==> config.mk <==
export PLATFORM = sky130hd
export DESIGN_NAME = rtc_bus_sequencer
export DESIGN_NICKNAME = d
export VERILOG_FILES = /design/src/rtl/rtc_bus_sequencer.sv
export SDC_FILE = /design/constraint.sdc
export NUM_CORES = 1
export LEC_CHECK = 0
export CAP_MARGIN = 10
export CORE_UTILIZATION = 42
export CTS_CLUSTER_SIZE = 25
export DETAILED_ROUTE_END_ITERATION = 8
export PLACE_DENSITY = 0.75
export SYNTH_ARGS = -nofsm -noshare
export SYNTH_HDL_FRONTEND = slang
export SYNTH_SLANG_ARGS = --single-unit
export TNS_END_PERCENT = 5
==> constraint.sdc <==
create_clock -name clk -period 2.3 [get_ports clk]
set_input_delay 0.46 -clock clk [delete_from_list [all_inputs] [get_ports clk]]
set_output_delay 0.46 -clock clk [all_outputs]
set_load 0.1 [all_outputs]
==> src/rtl/rtc_bus_sequencer.sv <==
// rtc_bus_sequencer
//   Owns the multiplexed address/data bus of the external RTC chip and
//   arbitrates it between two requesters (0: PicoBlaze port logic,
//   1: hardware time-refresh scanner). Each grant runs an address phase
//   (AD low) followed by a read or write data phase, then a recovery gap.
//   All RTC strobes are active-low and registered.
//
//   Build option: define RTC_ARB_RR_EN for round-robin arbitration;
//   otherwise requester 0 has fixed priority.
//
// Ports
//   clk, reset              clock, synchronous active-high reset
//   reqN/weN/addrN/wdataN   request level (held until doneN), write flag,
//                           RTC register address, write data
//   doneN                   one-cycle completion pulse
//   rdata                   read data, valid with done, held until next read
//   busy                    high whenever not IDLE
//   AD, CS, RD, WR          RTC control lines, active-low
//   bus_out, bus_oe         pad drive value / enable (tristate built above)
//   bus_in                  pad input value
module rtc_bus_sequencer #(
  parameter int T_SET   = 1,
  parameter int T_STB   = 2,
  parameter int T_HLD   = 1,
  parameter int T_RECOV = 2
) (
  input  logic       clk,
  input  logic       reset,
  input  logic       req0,
  input  logic       we0,
  input  logic [7:0] addr0,
  input  logic [7:0] wdata0,
  output logic       done0,
  input  logic       req1,
  input  logic       we1,
  input  logic [7:0] addr1,
  input  logic [7:0] wdata1,
  output logic       done1,
  output logic [7:0] rdata,
  output logic       busy,
  output logic       AD,
  output logic       CS,
  output logic       RD,
  output logic       WR,
  output logic [7:0] bus_out,
  output logic       bus_oe,
  input  logic [7:0] bus_in
);

  typedef enum logic [2:0] {
    IDLE, A_SET, A_STB, A_HLD, D_SET, D_STB, D_HLD, RECOV
  } state_t;

  localparam logic [7:0] LD_SET   = 8'(T_SET - 1);
  localparam logic [7:0] LD_STB   = 8'(T_STB - 1);
  localparam logic [7:0] LD_HLD   = 8'(T_HLD - 1);
  localparam logic [7:0] LD_RECOV = 8'(T_RECOV - 1);

  state_t     state, state_n;
  logic [7:0] cnt, cnt_n;
  logic       we_q, we_n;
  logic [7:0] addr_q, addr_n, wdata_q, wdata_n;
  logic       id_q, id_n;
  logic       win;
  logic       last;
  logic       a_ph, d_ph;

`ifdef RTC_ARB_RR_EN
  logic       rr_ptr;   // 1 = requester 1 wins a tie
`endif

  assign last = (cnt == 8'd0);

  // Next-state logic; outputs are decoded from the next state below so
  // that every pad signal comes straight from a flop.
  always_comb begin
    state_n = state;
    cnt_n   = cnt;
    we_n    = we_q;
    addr_n  = addr_q;
    wdata_n = wdata_q;
    id_n    = id_q;
`ifdef RTC_ARB_RR_EN
    win = req1 & (~req0 | rr_ptr);
`else
    win = ~req0;
`endif
    case (state)
      IDLE:
        if (req0 | req1) begin
          state_n = A_SET;
          cnt_n   = LD_SET;
          id_n    = win;
          we_n    = win ? we1    : we0;
          addr_n  = win ? addr1  : addr0;
          wdata_n = win ? wdata1 : wdata0;
        end
      A_SET:
        if (last) begin state_n = A_STB; cnt_n = LD_STB; end
        else cnt_n = cnt - 8'd1;
      A_STB:
        if (last) begin state_n = A_HLD; cnt_n = LD_HLD; end
        else cnt_n = cnt - 8'd1;
      A_HLD:
        if (last) begin state_n = D_SET; cnt_n = LD_SET; end
        else cnt_n = cnt - 8'd1;
      D_SET:
        if (last) begin state_n = D_STB; cnt_n = LD_STB; end
        else cnt_n = cnt - 8'd1;
      D_STB:
        if (last) begin state_n = D_HLD; cnt_n = LD_HLD; end
        else cnt_n = cnt - 8'd1;
      D_HLD:
        if (last) begin state_n = RECOV; cnt_n = LD_RECOV; end
        else cnt_n = cnt - 8'd1;
      RECOV:
        if (last) begin state_n = IDLE; cnt_n = 8'd0; end
        else cnt_n = cnt - 8'd1;
      default: begin
        state_n = IDLE;
        cnt_n   = 8'd0;
      end
    endcase
  end

  assign a_ph = (state_n == A_SET) || (state_n == A_STB) || (state_n == A_HLD);
  assign d_ph = (state_n == D_SET) || (state_n == D_STB) || (state_n == D_HLD);

  always_ff @(posedge clk) begin
    if (reset) begin
      state   <= IDLE;
      cnt     <= 8'd0;
      we_q    <= 1'b0;
      addr_q  <= 8'd0;
      wdata_q <= 8'd0;
      id_q    <= 1'b0;
      AD      <= 1'b1;
      CS      <= 1'b1;
      RD      <= 1'b1;
      WR      <= 1'b1;
      bus_oe  <= 1'b0;
      bus_out <= 8'd0;
      rdata   <= 8'd0;
      done0   <= 1'b0;
      done1   <= 1'b0;
      busy    <= 1'b0;
`ifdef RTC_ARB_RR_EN
      rr_ptr  <= 1'b0;
`endif
    end else begin
      state   <= state_n;
      cnt     <= cnt_n;
      we_q    <= we_n;
      addr_q  <= addr_n;
      wdata_q <= wdata_n;
      id_q    <= id_n;
      // Setup/hold states keep strobes high, so bus_oe and AD only ever
      // change while CS is released.
      AD      <= ~a_ph;
      CS      <= ~((state_n == A_STB) || (state_n == D_STB));
      WR      <= ~((state_n == A_STB) || ((state_n == D_STB) && we_n));
      RD      <= ~((state_n == D_STB) && !we_n);
      bus_oe  <= a_ph | (d_ph & we_n);
      bus_out <= a_ph ? addr_n : ((d_ph & we_n) ? wdata_n : 8'h00);
      busy    <= (state_n != IDLE);
      // done lands in the first RECOV cycle
      done0   <= (state == D_HLD) && last && !id_q;
      done1   <= (state == D_HLD) && last &&  id_q;
      if ((state == D_STB) && last && !we_q)
        rdata <= bus_in;
`ifdef RTC_ARB_RR_EN
      if ((state == IDLE) && (req0 | req1))
        rr_ptr <= ~win;
`endif
    end
  end

endmodule

Word-level counts from Yosys, hierarchy flattened
Index checks and enable logic that the tools add are counted.
Widths: inputs -> output; s select.
Word-level totals
  bits in registers: 53
  logic and storage cells: 85
Cells by class
  bitwise gates (word level): 8
  mux-type cells: 24
  equality and inequality tests: 14
  add/sub/neg operators: 1
  reductions and logical operators: 22
Operators by type and width (count)
  $mux 8: 11
  $mux 3: 8
  $pmux 3 s8: 1
  $pmux 8 s3: 1
  $eq 3x3->1 const B: 7
  $eq 3x2->1 const B: 4
  $logic_not 8->1: 1
  $sub 8x1->8 const B: 1
  $logic_and 1x1->1: 7
  $eq 3x1->1 const B: 2
  $logic_or 1x1->1: 6
  $not 1->1: 5
  $reduce_or 4->1: 1
  $logic_not 1->1: 3
  $logic_not 3->1: 1
  $mux 1: 3
  $reduce_bool 3->1: 1
  $reduce_or 3->1: 1
  $ne 2x2->1 const B: 1
  $or 1x1->1: 2
  $reduce_and 2->1: 1
  $and 1x1->1: 1

Logic depth before layout (Yosys ltp)
  word-level depth: 9
  depth in mapped cells: 9
  depth with buffers taken out: 7

Least setup slack after synthesis
Ideal clock, no wire load.
  path type: register to register
  from: register cnt[0]
  to: register cnt[0]
  stages on the path, launching flop included: 10
  buffers on the path: 2
  clock period less this slack: 2.252 ns
  required time: 2.168 ns
  arrival time: 2.121 ns
  slack: 0.048 ns
  cells stage by stage: dfxtp_1 inv_1 ha_1 or4b_1 buf_2 or4_1 buf_2 a211o_1 o21ai_0 a21oi_1
Between the ends
  longest elaborated chain between the ends: 3
  elaborated cells between the ends (all ways): 5
RTL lines
  start: declaration: line 60  | logic [7:0] cnt, cnt_n;
  start signal: assignment: line 152  | cnt <= cnt_n;
  $sub 8x1->8 / $logic_not 8->1 (equally long branches)
  $mux 8, on equally long branches
  $pmux 8 s3 *: line 88  | case (state)
Mark *: on every way between the ends. The rest lies on a longest branch, timed or not.
A chain may end at the register's enable or synchronous reset.

Worst setup path after layout
  from: register cnt[0]
  to: register CS
Between the ends
  longest elaborated chain between the ends: 6
  elaborated cells between the ends (all ways): 13
RTL lines
  $logic_not 8->1 *: line 72  | assign last = (cnt == 8'd0);
  $mux 3, or another cell as far along: line 117  | if (last) begin state_n = IDLE; cnt_n = 8'd0; end
  $pmux 3 s8 *: line 88
  $eq 3x2->1 / $eq 3x3->1 (equally long branches): line 160  | CS <= ~((state_n == A_STB) || (state_n == D_STB));
  $logic_or 1x1->1 *: line 160
  $not 1->1 *: line 160
  end signal: assignment: line 160
  end: declaration: line 42  | output logic CS,
Marks and branches as above.

==> results.yml <==
run_status:
  status: "completed"
setup_path:
  required_ns: 2.51
  path_buf_inv: 3
  endpoint: "CS$_SDFF_PP1_"
  ff2ff_path_depth: 9
  crit_arrival_ns: 2.41
  path_common_cell: "buf_4"
  regToRegStartpoint: "cnt[0]$_SDFFE_PP0P_"
  path_class: "reg2reg"
  path_max_fanout: 4
  cpPeakStageDelay_ns: 0.48
  path_cells: "inv_1 -> ha_1 -> or4b_4 -> buf_4 -> nor4_4 -> buf_4 -> xnor2_1 -> a211o_1 -> a21o_1"
  critPathLaunchType: "flop"
  slowest_stage: "or4b_4"
  rrSetupSlack_ns: 0.11
  cp_num_cells: 9
  end_kind: "flop"
  r2r_end: "CS$_SDFF_PP1_"
  cp_top_family: "simple AND/OR/NAND/NOR gates"
  crit_start: "cnt[0]$_SDFFE_PP0P_"
power:
  irDropWorstVdd_mv: 0.717
  pwr-share-clk_pct: 11.9
  intPower_mw: 2.38
  swShare_pct: 46.1
  p_per_area_nw_per_um2: 1390
  p_seq_share_pct: 29.7
  netSwitchingPower_mw: 2.03
  p_leak_nw: 1.35
  pwr-share-comb_pct: 58.4
floorplan:
  ios: 70
  die_h_um: 75.6
  dieArea_um2: 5710
  placementRows: 26
  start_util_pct: 44.0
  coreArea_um2: 5170
  die_x_um: 75.6
synthesis:
  synth_nets: 287
  synth_edf_count: 0
  ys_seq_elements: 53
  synth_area_leaders: "dfxtp_1 (47%), mux2i_1 (11%), nor2_1 (6.9%)"
  ys_types: 43
  avgSynthCellArea_um2: 9.47
  synth_top_cell_by_area: "dfxtp_1"
  ys_async_sr_fraction_pct: 0
  synth_common_cells: "dfxtp_1 (53), nor2_1 (42), mux2i_1 (25)"
  synthesis.area_um2: 2270
  syn_inst: 240
  synth_flop_cell: "dfxtp_1"
  synth_top_area_share_pct: 46.7
  yosysMostFrequentCell: "dfxtp_1"
  yosys_warnings: 0
  yosysSeqAreaShare_pct: 46.7
timing:
  post-route-min-period_ns: 2.19
  finalCritPeriodShare_pct: 95.4
  max_freq_mhz: 456
  worstMarginPinSlew_ns: 0.664
  slew_headroom_pct: 55.6
  rsz0062_at_grt: "yes"
  setup_viol: 0
  tns_ns: 0
  final_hold_viol_count: 0
  finalMaxSlewViolations: 0
  clock_skew_ns: 0.00777
  hold-worst-slack_ns: 0.452
placement:
  hpwl_mm: 3.73
  io_buffers: 69
  gp_congestion: 0.870
  dp_cells: 380
grt:
  grt_usage_pct: 18.8
  antenna_found_initial: 0
  grt.overflow.total: 0
  grt_max_degree: 27
  first_global_vias: 1883
  grt_pass1_wl_mm: 8.13
clock_tree:
  cts-root-buf: "clkbuf_8"
  clock_latency_ns: 0.31
  clk_pin_slew_worst_paths_ns: 0.10
  cts_tree: "built"
  htreeDepth: 2
  clk_path_buf_depth: 2
  cts_made_buffers: 5
  cts-hold-fix-buffers: 0
  cts_sinks: 53
finish:
  area_growth_pct: 39.8
  drive_above_1_share_pct: 19.8
  finalNetCount: 364
  instances_no_fill: 388
  num_antenna_cells: 0
route:
  drt_first_pass_iters: 4
  wl_met2_mm: 2.46
  route.met3.wl_um: 315
  routed_via_density: 5.26
  m1WireLength_mm: 2.35
  dr_total_vias: 2041
  post-route-drc-count: 0
  avgRoutedWirePerCell_um: 13.4
  ant_nets: 0
  highest_layer: "met4"
  drt-total-wl_mm: 5.19
  drt_iter0_drc: 89
min_path:
  min-delay-path-class: "reg2reg"
flow_run:
  drv_cap: 0
==> how the worst min path moves through the flow <==
stage | start | cells after the start | endpoint
global placement | id_q$_SDFFE_PP0P_ | 1 | done0$_SDFF_PP0_
global route | id_q$_SDFFE_PP0P_ | 1 | done0$_SDFF_PP0_
floorplan | id_q$_SDFFE_PP0P_ | 1 | done0$_SDFF_PP0_
finish | id_q$_SDFFE_PP0P_ | 1 | done0$_SDFF_PP0_
CTS | id_q$_SDFFE_PP0P_ | 1 | done0$_SDFF_PP0_
detailed placement | id_q$_SDFFE_PP0P_ | 1 | done0$_SDFF_PP0_
==> what timing repair did <==
item,CTS,global route
buffers inserted,0,0
setup endpoints to repair,0,13
resized for setup,0,2
==> kinds of logic (layout without fill, tap and decap cells) <==
logic type               count (synthesis)  after routing  share of synthesized area [%]
adder cells (fa/ha/maj)                  1              1                          0.550
AND/OR/NAND/NOR                         78             78                           17.1
flip-flops                              53             53                           46.7
AO/OA/AOI/OAI                           56             56                           18.8
XOR/XNOR                                 4              4                           1.54
multiplexers                            26             26                           11.5
buffers and inverters                   22            100                           3.91
==> power by group through the flow <==
| stage | clock, mW | sequential, mW | combinational (mW) |
|---|---|---|---|
| CTS | 0.536 | 1.31 | 2.56 |
| floorplan | 0 | 1.96 | 1.16 |
| global route | 0.576 | 1.35 | 2.79 |
| detailed placement | 0 | 1.33 | 2.55 |
| global placement | 0 | 1.32 | 2.51 |
| finish | 0.526 | 1.31 | 2.58 |
==> placed cells by master (no fill, tap or decap), types with 2 or more instances in the layout <==
| master | count |
|---|---|
| clkdlybuf4s50_1 | 45 |
| o31ai_1 | 2 |
| a21oi_1 | 10 |
| a311oi_1 | 3 |
| inv_1 | 2 |
| a211o_1 | 3 |
| dfxtp_1 | 52 |
| nand4b_1 | 2 |
| nand2_1 | 7 |
| nand2b_1 | 2 |
| a211oi_1 | 18 |
| mux2i_1 | 25 |
| nor2_1 | 42 |
| nor2b_1 | 2 |
| o21ai_0 | 4 |
| clkinvlp_4 | 3 |
| nor3_1 | 6 |
| a22o_1 | 8 |
| nand3_1 | 5 |
| clkbuf_8 | 5 |
| xnor2_1 | 3 |
| buf_4 | 44 |
==> final cells by class <==
cell class	count	area, um^2
clock buffers	5	68.8
clock inverters	3	22.5
fillers	436	1990
inverters	2	7.51
multi-input cells	165	1130
flip-flops and latches	53	1060
well taps	70	87.6
repair buffers	90	801
==> metal layers <==
metal | track usage (%) | vias up
li1 | - | 1015
met4 | 8.23 | 0
met5 | 0 | -
met2 | 33.3 | 62
met1 | 22.1 | 957
met3 | 3.44 | 7
==> worst reg2reg max path, stage by stage, from the launching register on <==
cell     delay (ns)
dfxtp_2        0.33
inv_1          0.06
ha_1           0.15
or4b_4         0.48
buf_4          0.16
nor4_4         0.19
buf_4          0.18
xnor2_1        0.06
a211o_1        0.30
a21o_1         0.17
==> sequential cells by signal, summed over array words and instances, names as in the netlist <==
name	flops
we_q	1
RD	1
id_q	1
CS	1
done1	1
AD	1
wdata_q	8
rdata	8
bus_out	8
busy	1
addr_q	8
WR	1
cnt	8
state	3
done0	1
bus_oe	1
==> per-stage QoR <==
step / area (um^2) / setup slack (ns) / power [mW] / util, %
after detailed placement: 3080 / 0.114 / 3.88 / 59.6
after global routing: 3180 / -0.0117 / 4.71 / 61.5
after floorplan: 2270 / 0.0475 / 3.12 / -
final: 3180 / 0.106 / 4.42 / 61.5
after global placement: 3080 / 0.143 / 3.83 / 59.6
after CTS: 3170 / 0.0567 / 4.41 / 61.4
Note: power is estimated with default switching activity, not from simulation.
